===== src/rtl/eth_tx_scheduler.sv =====
// Purpose : round-robin arbiter sharing one RGMII transmit FSM between the
//           memory-buffer source (ch0) and the LFSR test-traffic source (ch1).
// Latency : grant/start one cycle after a request is seen in IDLE.
// Backpressure: a request is held by the source until its o_done/o_err.
//           The transmitter's busy level is used to run one frame at a time.
//
// Ports:
//   i_eth_clk / i_rst        clock, synchronous active-high reset
//   i_enable                 permits new arbitration (in-flight frame unaffected)
//   i_req[1:0]               per-channel frame request
//   i_size_0 / i_size_1      per-channel payload size in bytes
//   i_gap_count              inter-frame gap, latched at grant
//   i_eth_busy               busy level from the transmit FSM
//   o_eth_tx_start           start level to the transmit FSM
//   o_eth_tx_size            clamped frame size to the transmit FSM
//   o_eth_tx_lfsr_enable     1 while channel 1 owns the transmitter
//   o_gap_count              latched gap value
//   o_gnt[1:0]               one-hot grant, held for the whole frame
//   o_done[1:0]              one-cycle completion pulse for the granted channel
//   o_err                    one-cycle pulse when busy never rose after start
//   o_busy                   high whenever the scheduler is not idle
//   o_frame_cnt_0/1          wrapping per-channel completed-frame counters
module eth_tx_scheduler #(
    parameter int unsigned START_MIN    = 2,
    parameter int unsigned BUSY_TIMEOUT = 16,
    parameter int unsigned COOLDOWN     = 3,
    parameter int unsigned MAX_SIZE     = 1500
) (
    input  logic        i_eth_clk,
    input  logic        i_rst,
    input  logic        i_enable,
    input  logic [1:0]  i_req,
    input  logic [15:0] i_size_0,
    input  logic [15:0] i_size_1,
    input  logic [7:0]  i_gap_count,
    input  logic        i_eth_busy,
    output logic        o_eth_tx_start,
    output logic [15:0] o_eth_tx_size,
    output logic        o_eth_tx_lfsr_enable,
    output logic [7:0]  o_gap_count,
    output logic [1:0]  o_gnt,
    output logic [1:0]  o_done,
    output logic        o_err,
    output logic        o_busy,
    output logic [15:0] o_frame_cnt_0,
    output logic [15:0] o_frame_cnt_1
);

    // The shared counter measures time in the current state; it is cleared on
    // entry to START and COOLDOWN. Terminal values are "last cycle" indices,
    // so a state occupying N cycles compares against N-1.
    localparam logic [7:0]  START_LAST   = 8'(START_MIN - 1);
    localparam logic [7:0]  TIMEOUT_LAST = 8'(BUSY_TIMEOUT - 1);
    localparam logic [7:0]  COOL_LAST    = 8'(COOLDOWN - 1);
    localparam logic [15:0] MAX_SIZE_W   = 16'(MAX_SIZE);

    typedef enum logic [1:0] {
        S_IDLE      = 2'd0,
        S_START     = 2'd1,
        S_WAIT_DONE = 2'd2,
        S_COOLDOWN  = 2'd3
    } state_t;

    state_t      state_q, state_d;
    logic [7:0]  cnt_q, cnt_d;
    logic        busy_seen_q, busy_seen_d;
    logic        rr_q, rr_d;
    logic        start_q, start_d;
    logic [15:0] size_q, size_d;
    logic        lfsr_q, lfsr_d;
    logic [7:0]  gap_q, gap_d;
    logic [1:0]  gnt_q, gnt_d;
    logic [1:0]  done_q, done_d;
    logic        err_q, err_d;
    logic        busy_q, busy_d;
    logic [15:0] frame_cnt_0_q, frame_cnt_0_d;
    logic [15:0] frame_cnt_1_q, frame_cnt_1_d;

    // Arbitration and start-phase helpers
    logic        contend;
    logic        win_ch;
    logic [15:0] win_size;
    logic        busy_now;

    always_comb begin
        state_d       = state_q;
        cnt_d         = cnt_q;
        busy_seen_d   = busy_seen_q;
        rr_d          = rr_q;
        start_d       = start_q;
        size_d        = size_q;
        lfsr_d        = lfsr_q;
        gap_d         = gap_q;
        gnt_d         = gnt_q;
        done_d        = 2'b00;
        err_d         = 1'b0;
        frame_cnt_0_d = frame_cnt_0_q;
        frame_cnt_1_d = frame_cnt_1_q;

        // With a single requester it wins outright; on contention the
        // pointer decides, so the pointer only moves on a two-way race.
        contend  = i_req[0] & i_req[1];
        win_ch   = contend ? rr_q : i_req[1];
        win_size = win_ch ? i_size_1 : i_size_0;

        // Busy may rise on the very cycle we check, so fold the live sample
        // into the sticky flag before deciding.
        busy_now = busy_seen_q | i_eth_busy;

        case (state_q)
            S_IDLE: begin
                if (i_enable && (i_req != 2'b00)) begin
                    gnt_d       = win_ch ? 2'b10 : 2'b01;
                    start_d     = 1'b1;
                    // Only an upper clamp: the transmitter pads short frames.
                    size_d      = (win_size > MAX_SIZE_W) ? MAX_SIZE_W : win_size;
                    lfsr_d      = win_ch;
                    gap_d       = i_gap_count;
                    cnt_d       = 8'd0;
                    busy_seen_d = 1'b0;
                    if (contend) begin
                        rr_d = ~win_ch;
                    end
                    state_d     = S_START;
                end
            end

            S_START: begin
                busy_seen_d = busy_now;
                cnt_d       = cnt_q + 8'd1;
                if (busy_now && (cnt_q >= START_LAST)) begin
                    start_d = 1'b0;
                    state_d = S_WAIT_DONE;
                end else if (!busy_now && (cnt_q >= TIMEOUT_LAST)) begin
                    // Transmitter never acknowledged: abandon the frame
                    // without counting it.
                    start_d = 1'b0;
                    err_d   = 1'b1;
                    gnt_d   = 2'b00;
                    cnt_d   = 8'd0;
                    state_d = S_COOLDOWN;
                end
            end

            S_WAIT_DONE: begin
                if (!i_eth_busy) begin
                    done_d = gnt_q;
                    if (gnt_q[0]) begin
                        frame_cnt_0_d = frame_cnt_0_q + 16'd1;
                    end
                    if (gnt_q[1]) begin
                        frame_cnt_1_d = frame_cnt_1_q + 16'd1;
                    end
                    gnt_d   = 2'b00;
                    cnt_d   = 8'd0;
                    state_d = S_COOLDOWN;
                end
            end

            S_COOLDOWN: begin
                // Keeps start low long enough for the transmitter's
                // three-flop start edge detector to see a clean low.
                cnt_d = cnt_q + 8'd1;
                if (cnt_q >= COOL_LAST) begin
                    cnt_d   = 8'd0;
                    state_d = S_IDLE;
                end
            end

            default: begin
                state_d = S_IDLE;
            end
        endcase

        busy_d = (state_d != S_IDLE);
    end

    always_ff @(posedge i_eth_clk) begin
        if (i_rst) begin
            state_q       <= S_IDLE;
            cnt_q         <= 8'd0;
            busy_seen_q   <= 1'b0;
            rr_q          <= 1'b0;
            start_q       <= 1'b0;
            size_q        <= 16'd0;
            lfsr_q        <= 1'b0;
            gap_q         <= 8'd0;
            gnt_q         <= 2'b00;
            done_q        <= 2'b00;
            err_q         <= 1'b0;
            busy_q        <= 1'b0;
            frame_cnt_0_q <= 16'd0;
            frame_cnt_1_q <= 16'd0;
        end else begin
            state_q       <= state_d;
            cnt_q         <= cnt_d;
            busy_seen_q   <= busy_seen_d;
            rr_q          <= rr_d;
            start_q       <= start_d;
            size_q        <= size_d;
            lfsr_q        <= lfsr_d;
            gap_q         <= gap_d;
            gnt_q         <= gnt_d;
            done_q        <= done_d;
            err_q         <= err_d;
            busy_q        <= busy_d;
            frame_cnt_0_q <= frame_cnt_0_d;
            frame_cnt_1_q <= frame_cnt_1_d;
        end
    end

    assign o_eth_tx_start       = start_q;
    assign o_eth_tx_size        = size_q;
    assign o_eth_tx_lfsr_enable = lfsr_q;
    assign o_gap_count          = gap_q;
    assign o_gnt                = gnt_q;
    assign o_done               = done_q;
    assign o_err                = err_q;
    assign o_busy               = busy_q;
    assign o_frame_cnt_0        = frame_cnt_0_q;
    assign o_frame_cnt_1        = frame_cnt_1_q;

endmodule


===== config.mk =====
export PLATFORM = sky130hd
export DESIGN_NAME = eth_tx_scheduler
export DESIGN_NICKNAME = d
export VERILOG_FILES = /design/src/rtl/eth_tx_scheduler.sv
export SDC_FILE = /design/constraint.sdc
export NUM_CORES = 1
export LEC_CHECK = 0
export ABC_AREA = 0
export BUFFER_PORTS_ARGS = -buffer_cell sky130_fd_sc_hd__buf_4
export CORE_MARGIN = 2
export CORE_UTILIZATION = 50
export DETAILED_ROUTE_END_ITERATION = 8
export GPL_TIMING_DRIVEN = 0
export PLACE_DENSITY_LB_ADDON = 0.15
export SLEW_MARGIN = 10
export SYNTH_ARGS = -nofsm -noshare
export SYNTH_HDL_FRONTEND = slang
export SYNTH_SLANG_ARGS = --single-unit

===== constraint.sdc =====
create_clock -name i_eth_clk -period 2.2 [get_ports i_eth_clk]
set_input_delay 0.22 -clock i_eth_clk [delete_from_list [all_inputs] [get_ports i_eth_clk]]
set_output_delay 0.22 -clock i_eth_clk [all_outputs]
set_load 0.1 [all_outputs]

==> out/results.ini <==
[floorplanning]
core_area_um2=6790
die_area_um2=7740
die_h_um=88.0
initial_utilization_pct=51.9
rows=30
dieWidth_um=88.0
io_pins=110

[setup_path]
crit_cells=8
crit_slowest_cell=dfxtp_1
startpoint_type=flop
cp.required_ns=2.43
ff2ff_path_depth=8
crit_fanout=7
critPathKind=flop to flop
cp_top_family=simple AND/OR/NAND/NOR gates
crit_buf_inv=2
path_cells=inv_1, ha_2, and4b_1, and2_1, clkbuf_1, nand4_1, xor2_1, nor2_1
crit_arrival_ns=2.20
slowest_delay_ns=0.35
critPathCaptureType=flop

[synth]
seq_area_frac_synth_pct=43.1
syn_area_um2=3530
synthArstFlopShare_pct=0
synth_nets=462
synthCells=405
synth_flop_cell=dfxtp_1
ys_ff_latch=76
synth.distinct_cells=52
synth_edf_count=0
synth-warning-count=0
postSynthAreaPerCell_um2=8.71

[detailed_routing]
wl_met3_um=402
vias_per_cell=5.36
drtIter0Drc=79
post_drt_wl_per_cell_um=13.9
ant_nets=0
met1_length_um=3890
vias=3341
highest_layer=met4
drt-pass1-iter-count=4
wirelength_um=8690
drc=0
dr_wl_met2_um=4190

[cts]
tritoncts=done
clkSinkCount=76
cts_root_buf=clkbuf_8
cts_buffers=9
hold_buffers=0
clk_latency_ns=0.35
post_cts_buffers=0
htree_num_levels=3
clock_path_buffers=2
clk_pin_slew_ns=0.08

[timing]
fin_crit_sh_pct=89.5
finalSetupViolations=0
slew-limit-headroom_pct=63.5
finalCriticalPeriod_ns=1.97
fin_skew_ns=0.00750
tightestPinTransition_ns=0.547
max_freq_mhz=508
rsz0062_at_grt=false
slew_viol_final=0
hold_violations=0

[finish]
n_antenna_cell=0
nets=579
drive_gt1_share_pct=27.3
area_growth_pct=32.7
final_cells=623
utilization_pct=68.9

[outcome]
status=completed

[pwr]
switching_share_pct=39.7
p_leak_nw=2.00
internal_power_w=0.00262
p_comb_share_pct=35.8
p_switching_w=0.00172
ir_drop_v=0.000737
power_density_nw_per_um2=926
seq_power_share_pct=36.5
p_clk_share_pct=27.7

[run]
drv_cap=0

[placement]
gp_congestion=0.861
dp_cells=608
io_buffers=107
hpwl_um=6530

[min_path]
hp-class=input pin to flop
hold_path_depth=3

[global_route]
grt_max_degree=14
grt_pass1_vias=3117
grt.overflow.total=0
grt_antenna_before_repair=0
grt_pass1_wl_um=14000
grt_usage_pct=23.1

## logic make-up (layout without fill, tap and decap cells)
kind of cell / after synthesis / in the layout / share of synthesized area (%)
flip-flops: 76 / 76 / 43.1
buffers and inverters: 29 / 151 / 3.83
multiplexers: 8 / 8 / 2.34
AO/OA/AOI/OAI: 62 / 62 / 12.2
adder cells (fa/ha/maj): 11 / 11 / 3.90
XOR/XNOR: 33 / 33 / 8.19
AND/OR/NAND/NOR: 186 / 186 / 26.4
## power by group through the flow
stage / Combinational (W) / Clock (W) / Sequential (W)
2_1_floorplan: 0.000596 / 0 / 0.00219
3_3_place_gp: 0.00151 / 0 / 0.00161
3_5_place_dp: 0.00154 / 0 / 0.00161
4_1_cts: 0.00155 / 0.00122 / 0.00158
5_1_grt: 0.00166 / 0.00129 / 0.00160
6_report: 0.00155 / 0.00120 / 0.00158
## sequential cells by signal, summed over array words and instances (netlist names)
signal / cells
busy_seen_q: 1
cnt_q: 8
o_busy: 1
o_done: 2
o_err: 1
o_eth_tx_lfsr_enable: 1
o_eth_tx_size: 16
o_eth_tx_start: 1
o_frame_cnt_0: 16
o_frame_cnt_1: 16
o_gap_count: 8
o_gnt: 2
rr_q: 1
state_q: 2
## routing by layer
| layer | vias to the layer above | global-route usage (%) |
|---|---|---|
| li1 | 1667 | - |
| met1 | 1568 | 28.9 |
| met2 | 87 | 38.3 |
| met3 | 19 | 4.62 |
| met4 | 0 | 10.8 |
| met5 | - | 0 |
## stage by stage
| step | setup TNS [ns] | setup WS [ns] | hold WS (ns) | cell area, um^2 | total power (W) |
|---|---|---|---|---|---|
| 2_1_floorplan | 0 | 0.0545 | 0.356 | 3530 | 0.00278 |
| 3_3_place_gp | 0 | 0.0658 | 0.440 | 4450 | 0.00312 |
| 3_5_place_dp | -0.0484 | -0.0484 | 0.452 | 4450 | 0.00315 |
| 4_1_cts | 0 | 0.0957 | 0.103 | 4680 | 0.00435 |
| 5_1_grt | 0 | 0.0760 | 0.122 | 4680 | 0.00454 |
| 6_report | 0 | 0.230 | 0.117 | 4680 | 0.00434 |
## cell usage in the layout (no fill, tap or decap), drive strengths merged, types with 3 or more instances in the layout
cell type and n:
nor3 8, dfxtp 76, ha 11, nor4 4, and3 11, xnor2 11, inv 10, nor2 55
nand2 43, and4b 3, and2 5, clkbuf 19, a32o 5, nand3 24, a311oi 6, and4 6
or3 6, buf 118, a211oi 3, o21ai 9, xor2 22, mux2i 6, a21oi 23, nand4 12
## worst min-delay path: cells and delay by family
kind / cells / cell delay [ns]
buffers and inverters: 1 / 0.10
and+or+nand+nor: 1 / 0.04
AOI/OAI and AO/OA: 1 / 0.05
## Yosys cell counts, types with 5 or more instances
master / number / area share, %
dfxtp_1: 76 / 43
nor2_1: 55 / 5.9
nand2_1: 42 / 4.5
nand3_1: 24 / 3.4
a21oi_1: 23 / 3.3
xor2_1: 22 / 5.5
nand4_1: 12 / 2.1
and3_1: 11 / 2.0
ha_1: 11 / 3.9
xnor2_1: 11 / 2.7
inv_1: 9 / 0.96
clkbuf_1: 8 / 0.85
nor3_1: 8 / 1.1
o21ai_0: 8 / 1.1
a311oi_1: 6 / 1.5
and4_1: 6 / 1.5
buf_2: 6 / 0.85
mux2i_1: 6 / 1.7
or3_1: 6 / 1.1
a32o_1: 5 / 1.4
and2_1: 5 / 0.89
## worst paths after layout
path | slack, ns | to | start
worst max register to register | 0.23 | o_frame_cnt_1[6] | state_q[0]
worst min-delay path | 0.12 | o_gap_count[6] | i_gap_count[6]
worst min register to register | 0.46 | o_eth_tx_size[0] | o_eth_tx_size[0]
worst max-delay path | 0.23 | o_frame_cnt_1[6] | state_q[0]
## layout make-up
type                       count  area [um^2]
inverter                       9         33.8
tap                           96          120
clock inverter                 5         83.8
clock buffer                  11          141
fill                         572         2110
timing repair buffer         107          803
multi-input combinational    300         1880
sequential                    76         1520
buffer                        19         97.6
## what timing repair did
action / 4_1_cts / 5_1_grt
hold endpoints to repair: 0 / 0
resized for setup: 1 / 2
setup endpoints to repair: 1 / 13
Note: power is estimated with default switching activity, not from simulation.
